**config.mk**
```make
export PLATFORM = sky130hd
export DESIGN_NAME = instr_fetch_flat
export DESIGN_NICKNAME = d
export VERILOG_FILES = /design/src/rtl/instr_fetch_if.sv /design/src/rtl/instr_fetch.sv /design/src/flat_wrapper.sv
export SDC_FILE = /design/constraint.sdc
export NUM_CORES = 1
export LEC_CHECK = 0
export BUFFER_PORTS_ARGS = -buffer_cell sky130_fd_sc_hd__buf_2
export CAP_MARGIN = 20
export CORE_ASPECT_RATIO = 1.1
export CORE_MARGIN = 2
export CORE_UTILIZATION = 45
export DETAILED_ROUTE_END_ITERATION = 7
export PLACE_DENSITY = 0.77
export SLEW_MARGIN = 0
export SYNTH_ARGS = -nofsm -noshare
export SYNTH_HDL_FRONTEND = slang
export SYNTH_SLANG_ARGS = --single-unit
```
**constraint.sdc**
```tcl
create_clock -name clk -period 7.5 [get_ports clk]
set_clock_uncertainty 0.2 [all_clocks]
set_input_delay 1.5 -clock clk [delete_from_list [all_inputs] [get_ports clk]]
set_output_delay 1.5 -clock clk [all_outputs]
set_load 0.005 [all_outputs]
```
**src/rtl/instr_fetch_if.sv**
```systemverilog
// Fetch unit bus: ROM read port, decode handshake and execute redirect.
interface instr_fetch_if #(
   parameter int DATA_W = 16,
   parameter int ADDR_W = 16
);
   logic              jump;
   logic [ADDR_W-1:0] jump_addr;
   logic              rom_en;
   logic [ADDR_W-1:0] rom_addr;
   logic [DATA_W-1:0] rom_data;
   logic [DATA_W-1:0] instr;
   logic [ADDR_W-1:0] instr_pc;
   logic              instr_valid;
   logic              instr_ready;

   modport master (
      input  jump,
      input  jump_addr,
      output rom_en,
      output rom_addr,
      input  rom_data,
      output instr,
      output instr_pc,
      output instr_valid,
      input  instr_ready
   );

   modport slave (
      output jump,
      output jump_addr,
      input  rom_en,
      input  rom_addr,
      output rom_data,
      input  instr,
      input  instr_pc,
      input  instr_valid,
      output instr_ready
   );
endinterface

```
**src/rtl/instr_fetch.sv**
```systemverilog
// Instruction fetch: sequential ROM reads into a credit-managed
// prefetch FIFO, presented to decode with the fetch address.
module instr_fetch #(
   parameter int DATA_W = 16,
   parameter int ADDR_W = 16,
   parameter int DEPTH  = 4
) (
   input logic           clk,
   input logic           reset,
   instr_fetch_if.master bus
);
   localparam int PW = $clog2(DEPTH);
   localparam int CW = PW + 1;
   localparam logic [CW:0] LIM = (CW+1)'(DEPTH);

   typedef struct packed {
      logic [DATA_W-1:0] data;
      logic [ADDR_W-1:0] addr;
   } entry_t;

   entry_t            mem [DEPTH];
   entry_t            head;
   logic [ADDR_W-1:0] fpc;
   logic [ADDR_W-1:0] rd_addr;
   logic              inflight;
   logic [CW-1:0]     count;
   logic [PW-1:0]     wr_ptr;
   logic [PW-1:0]     rd_ptr;
   logic [CW:0]       credit;
   logic              issue;
   logic              push;
   logic              pop;
   logic              empty;

   // An outstanding read already owns a slot, so it counts as credit.
   assign credit = {1'b0, count} + {{CW{1'b0}}, inflight};
   assign issue  = !reset && !bus.jump && (credit < LIM);
   assign push   = inflight && !bus.jump && !reset;
   assign empty  = (count == '0);
   assign pop    = !empty && bus.instr_ready;
   assign head   = empty ? '0 : mem[rd_ptr];

   assign bus.rom_en      = issue;
   assign bus.rom_addr    = fpc;
   assign bus.instr       = head.data;
   assign bus.instr_pc    = head.addr;
   assign bus.instr_valid = !empty;

   always_ff @(posedge clk) begin
      if (reset) begin
         fpc      <= '0;
         inflight <= 1'b0;
         count    <= '0;
         wr_ptr   <= '0;
         rd_ptr   <= '0;
      end else if (bus.jump) begin
         fpc      <= bus.jump_addr;
         inflight <= 1'b0;
         count    <= '0;
         wr_ptr   <= '0;
         rd_ptr   <= '0;
      end else begin
         inflight <= issue;
         if (issue)
            fpc <= fpc + 1'b1;
         if (push)
            wr_ptr <= wr_ptr + 1'b1;
         if (pop)
            rd_ptr <= rd_ptr + 1'b1;
         case ({push, pop})
            2'b10:   count <= count + 1'b1;
            2'b01:   count <= count - 1'b1;
            default: count <= count;
         endcase
      end
   end

   always_ff @(posedge clk) begin
      if (issue)
         rd_addr <= fpc;
      if (push)
         mem[wr_ptr] <= '{data: bus.rom_data, addr: rd_addr};
   end
endmodule
```
**src/flat_wrapper.sv**
```systemverilog
// flat-port wrapper written by rule: the top's interface ports become plain ports
module instr_fetch_flat 
#(
   parameter int DATA_W = 16,
   parameter int ADDR_W = 16,
   parameter int DEPTH  = 4
)
  (clk, reset, bus_jump, bus_jump_addr, bus_rom_en, bus_rom_addr, bus_rom_data, bus_instr, bus_instr_pc, bus_instr_valid, bus_instr_ready);
  instr_fetch_if #(.DATA_W(DATA_W), .ADDR_W(ADDR_W)) bus_i ();
  input logic clk;
  input logic reset;
  input wire logic [$bits(bus_i.jump)-1:0] bus_jump;
  input wire logic [$bits(bus_i.jump_addr)-1:0] bus_jump_addr;
  output wire logic [$bits(bus_i.rom_en)-1:0] bus_rom_en;
  output wire logic [$bits(bus_i.rom_addr)-1:0] bus_rom_addr;
  input wire logic [$bits(bus_i.rom_data)-1:0] bus_rom_data;
  output wire logic [$bits(bus_i.instr)-1:0] bus_instr;
  output wire logic [$bits(bus_i.instr_pc)-1:0] bus_instr_pc;
  output wire logic [$bits(bus_i.instr_valid)-1:0] bus_instr_valid;
  input wire logic [$bits(bus_i.instr_ready)-1:0] bus_instr_ready;
  assign bus_i.jump = bus_jump;
  assign bus_i.jump_addr = bus_jump_addr;
  assign bus_rom_en = bus_i.rom_en;
  assign bus_rom_addr = bus_i.rom_addr;
  assign bus_i.rom_data = bus_rom_data;
  assign bus_instr = bus_i.instr;
  assign bus_instr_pc = bus_i.instr_pc;
  assign bus_instr_valid = bus_i.instr_valid;
  assign bus_i.instr_ready = bus_instr_ready;
  instr_fetch #(.DATA_W(DATA_W), .ADDR_W(ADDR_W), .DEPTH(DEPTH)) u_core (.clk(clk), .reset(reset), .bus(bus_i));
endmodule
```
==> key figures <==
Setup path
  • Crit end category: primary output
  • Worst-path maximum fanout: 31
  • WS Path Type: in2out
  • CP startpoint kind: input pin
  • Slowest cell on the critical path: inv_1
  • Most frequent CP cell: buf_2
  • CP peak stage delay: 0.59 ns
  • Worst Path Required: 5.80 ns
  • Worst EP arrival: 3.12 ns
  • Critical path, cell by cell: buf_2 > inv_1 > nand2_1 > nor2_1 > buf_2

Hold path
  • Hold/Removal Path Class: reg2reg

Clocking
  • CTS tree: built
  • Longest Clk Path Bufs: 2
  • # resized after CTS: 0
  • CTS Hold Bufs: 0
  • Clk Latency, worst-skew pair: 0.41 ns
  • Root Driver: clkbuf_16
  • CTS Buf Count: 17
  • H-tree Lvls: 4
  • Setup Buffers After CTS: 0
  • Clk sink count: 170
  • Clock slew at reported path FFs: 0.06 ns

Placement
  • Post-place instance area: 7269 µm²
  • Half-perimeter wire length after placement: 7317 µm
  • Routability cong.: 0.8245
  • Port buffer count: 85
  • Dpl cells: 644

Power and ir drop
  • Total power: 1.927 mW
  • PD cells: 245.2 nW/µm²
  • Leakage: 2.733 nW
  • Sw Ratio: 0.1933
  • P_int: 1.554 mW
  • Max VDD drop: 0.1474 mV
  • Combinational share of power: 0.029
  • Clock share of power: 0.422
  • Reg power frac: 0.549
  • P_sw: 372.4 µW

Job
  • Max Cap Viol: 0

Final layout
  • Most frequent cells in the layout: edfxtp_1 (144), buf_2 (85), and2_1 (33)
  • Ant diodes: 0
  • Final #Nets: 515
  • Finished Cell Area: 7858 µm²
  • Non-Filler Instances: 677
  • Fillcell total: 1,135
  • Area Growth Syn to Fin: 18.09%
  • Commonest non-fill, non-tap cell in the layout: edfxtp_1
  • Layout cell share with drive strength beyond 1: 0.3175

Detailed routing
  • Vias per inst: 5.338
  • DR WL/cell: 17.57 µm
  • Vias: 3,614
  • Routed WL: 11,900 µm
  • # DRC: 0
  • First drt pass iteration count: 5
  • Routed Antenna Nets: 0
  • Iteration-0 DRC Markers: 359

Timing
  • Final hold violations: 0
  • Tmin final: 4.822 ns
  • RSZ-0062 raised after global routing: false
  • Max-slew headroom: 0.4218
  • Measured slew at the worst slew-check pin: 0.8674 ns
  • Endpoints failing setup: 0
  • Hold Slack: 0.2699 ns
  • TNS Setup: 0 ns
  • Max-slew violations: 0
  • Max Freq: 0.2074 GHz
  • Period utilization: 0.6430

Synthesis
  • Synth Area per Inst: 17.42 µm²
  • Yosys warnings: 0
  • Yosys cell types: 35
  • Cells after synthesis: 382
  • #FFs+latches synth: 170
  • Mapped Nets: 425
  • Seq/Total Area, Yosys: 0.7281
  • Mapped Area: 6654 µm²

Global route
  • Pin count of the biggest net entering global routing: 36
  • Antenna violations before repair: 0
  • First-pass GRT wire length: 18,970 µm
  • GRT Util Overall: 0.1580
  • Number of global-route vias before repair: 3,659
  • GRT overflow: 0

Floorplan
  • Placeable core region: 14,450 µm²
  • Initial Utilization: 0.4606
  • Die H: 131.5 µm
  • Boundary Pins: 86
  • Die width: 119.9 µm
  • DIE AREA: 15,780 µm²
  • Num rows: 46

Run status
  • Status: finished clean
## final timing paths
check / slack (ns) / from / to / depth (start not counted)
max: 2.68 / bus_jump / bus_rom_en / 5
min: 0.27 / u_core.bus.rom_addr[14] / u_core.rd_addr[14] / 0
min reg2reg: 0.27 / u_core.bus.rom_addr[14] / u_core.rd_addr[14] / 0
max reg2reg: 5.04 / u_core.inflight / u_core.bus.rom_addr[11] / 4
## state kept, by name (all words and copies together) (netlist names), named ones only
name,count
u_core.rd_ptr,2
u_core.rd_addr,16
u_core.inflight,1
u_core.bus.rom_addr,16
u_core.count,3
u_core.mem,128
u_core.wr_ptr,2
## metrics by stage
stage,worst slack [ns],utilization
after global routing,2.517,0.5439
after detailed placement,2.688,0.5032
after CTS,2.678,0.5420
after global placement,2.759,0.5032
final,2.678,0.5439
after floorplan,2.450,-
## kinds of logic (layout without fill, tap and decap cells)
kind of cell / after synthesis / in the layout / synth area share
compound gates: 28 / 28 / 0.03272
simple gates: 103 / 103 / 0.08123
mux: 33 / 33 / 0.1098
buf+inv: 29 / 132 / 0.01805
fa+ha+maj: 7 / 7 / 0.01429
xor+xnor: 12 / 12 / 0.01580
flops: 170 / 170 / 0.7281
## critical path: cells and delay by family
| family | cells | cell delay, ns |
|---|---|---|
| buf+inv | 3 | 0.90 |
| simple gates | 2 | 0.71 |
## power by group through the flow
| stage | clock (mW) | sequential, mW | combinational, mW |
|---|---|---|---|
| after global placement | 0 | 1.08 | 0.0536 |
| final | 0.814 | 1.06 | 0.0563 |
| after floorplan | 0 | 1.07 | 0.0284 |
| after global routing | 0.868 | 1.06 | 0.0628 |
| after CTS | 0.826 | 1.06 | 0.0565 |
| after detailed placement | 0 | 1.08 | 0.0560 |
## cell usage after synthesis
cell       instances  area [µm²]
a2111oi_0          3       26.28
a211oi_1           8       60.06
a21o_1             1       7.510
a21oi_1            2       10.01
a311oi_1           6       52.55
a31o_4             1       17.52
a31oi_1            1       6.260
and2_1            33       206.5
and3_1             4       25.02
and4_1             3       26.28
buf_1              2       7.510
buf_2              3       15.01
buf_6              1       11.26
clkbuf_1          12       45.04
dfxtp_1           26       520.5
edfxtp_1         144        4324
fa_1               1       20.02
ha_1               6       75.07
inv_1             11       41.29
mux2i_1            1       10.01
mux4_2            32       720.7
nand2_1           12       45.04
nand3_1            6       30.03
nand4_1            2       12.51
nor2_1            28       105.1
nor2b_1            1       6.260
nor3_1             4       20.02
nor4_1             4       25.02
o211a_1            1       10.01
o21ai_0            4       20.02
o31ai_1            1       7.510
or3_1              5       31.28
or4_1              1       7.510
xnor2_1            8       70.07
xor2_1             4       35.03
## per-layer routing
layer | part of all wire | wire (µm) | track usage | up-vias
met4 | 0.011 | 129 | 0.06013 | 0
met2 | 0.50 | 5992 | 0.2547 | 129
met5 | 0 | 0 | 0 | -
met3 | 0.055 | 655 | 0.03906 | 11
met1 | 0.43 | 5119 | 0.2072 | 1810
li1 | - | - | - | 1664
## final cells by class
| class | instances | area [µm²] | area share |
|---|---|---|---|
| Clock buffer | 20 | 436.7 | 0.05557 |
| Clock inverter | 12 | 123.9 | 0.01576 |
| Inverter | 11 | 41.29 | 0.005255 |
| Multi-Input combinational cell | 183 | 1694 | 0.2156 |
| Sequential cell | 170 | 4846 | 0.6167 |
| Tap cell | 192 | 240.2 | 0.03057 |
| Timing Repair Buffer | 89 | 475.5 | 0.06051 |
(Power assumes the default switching activity.)
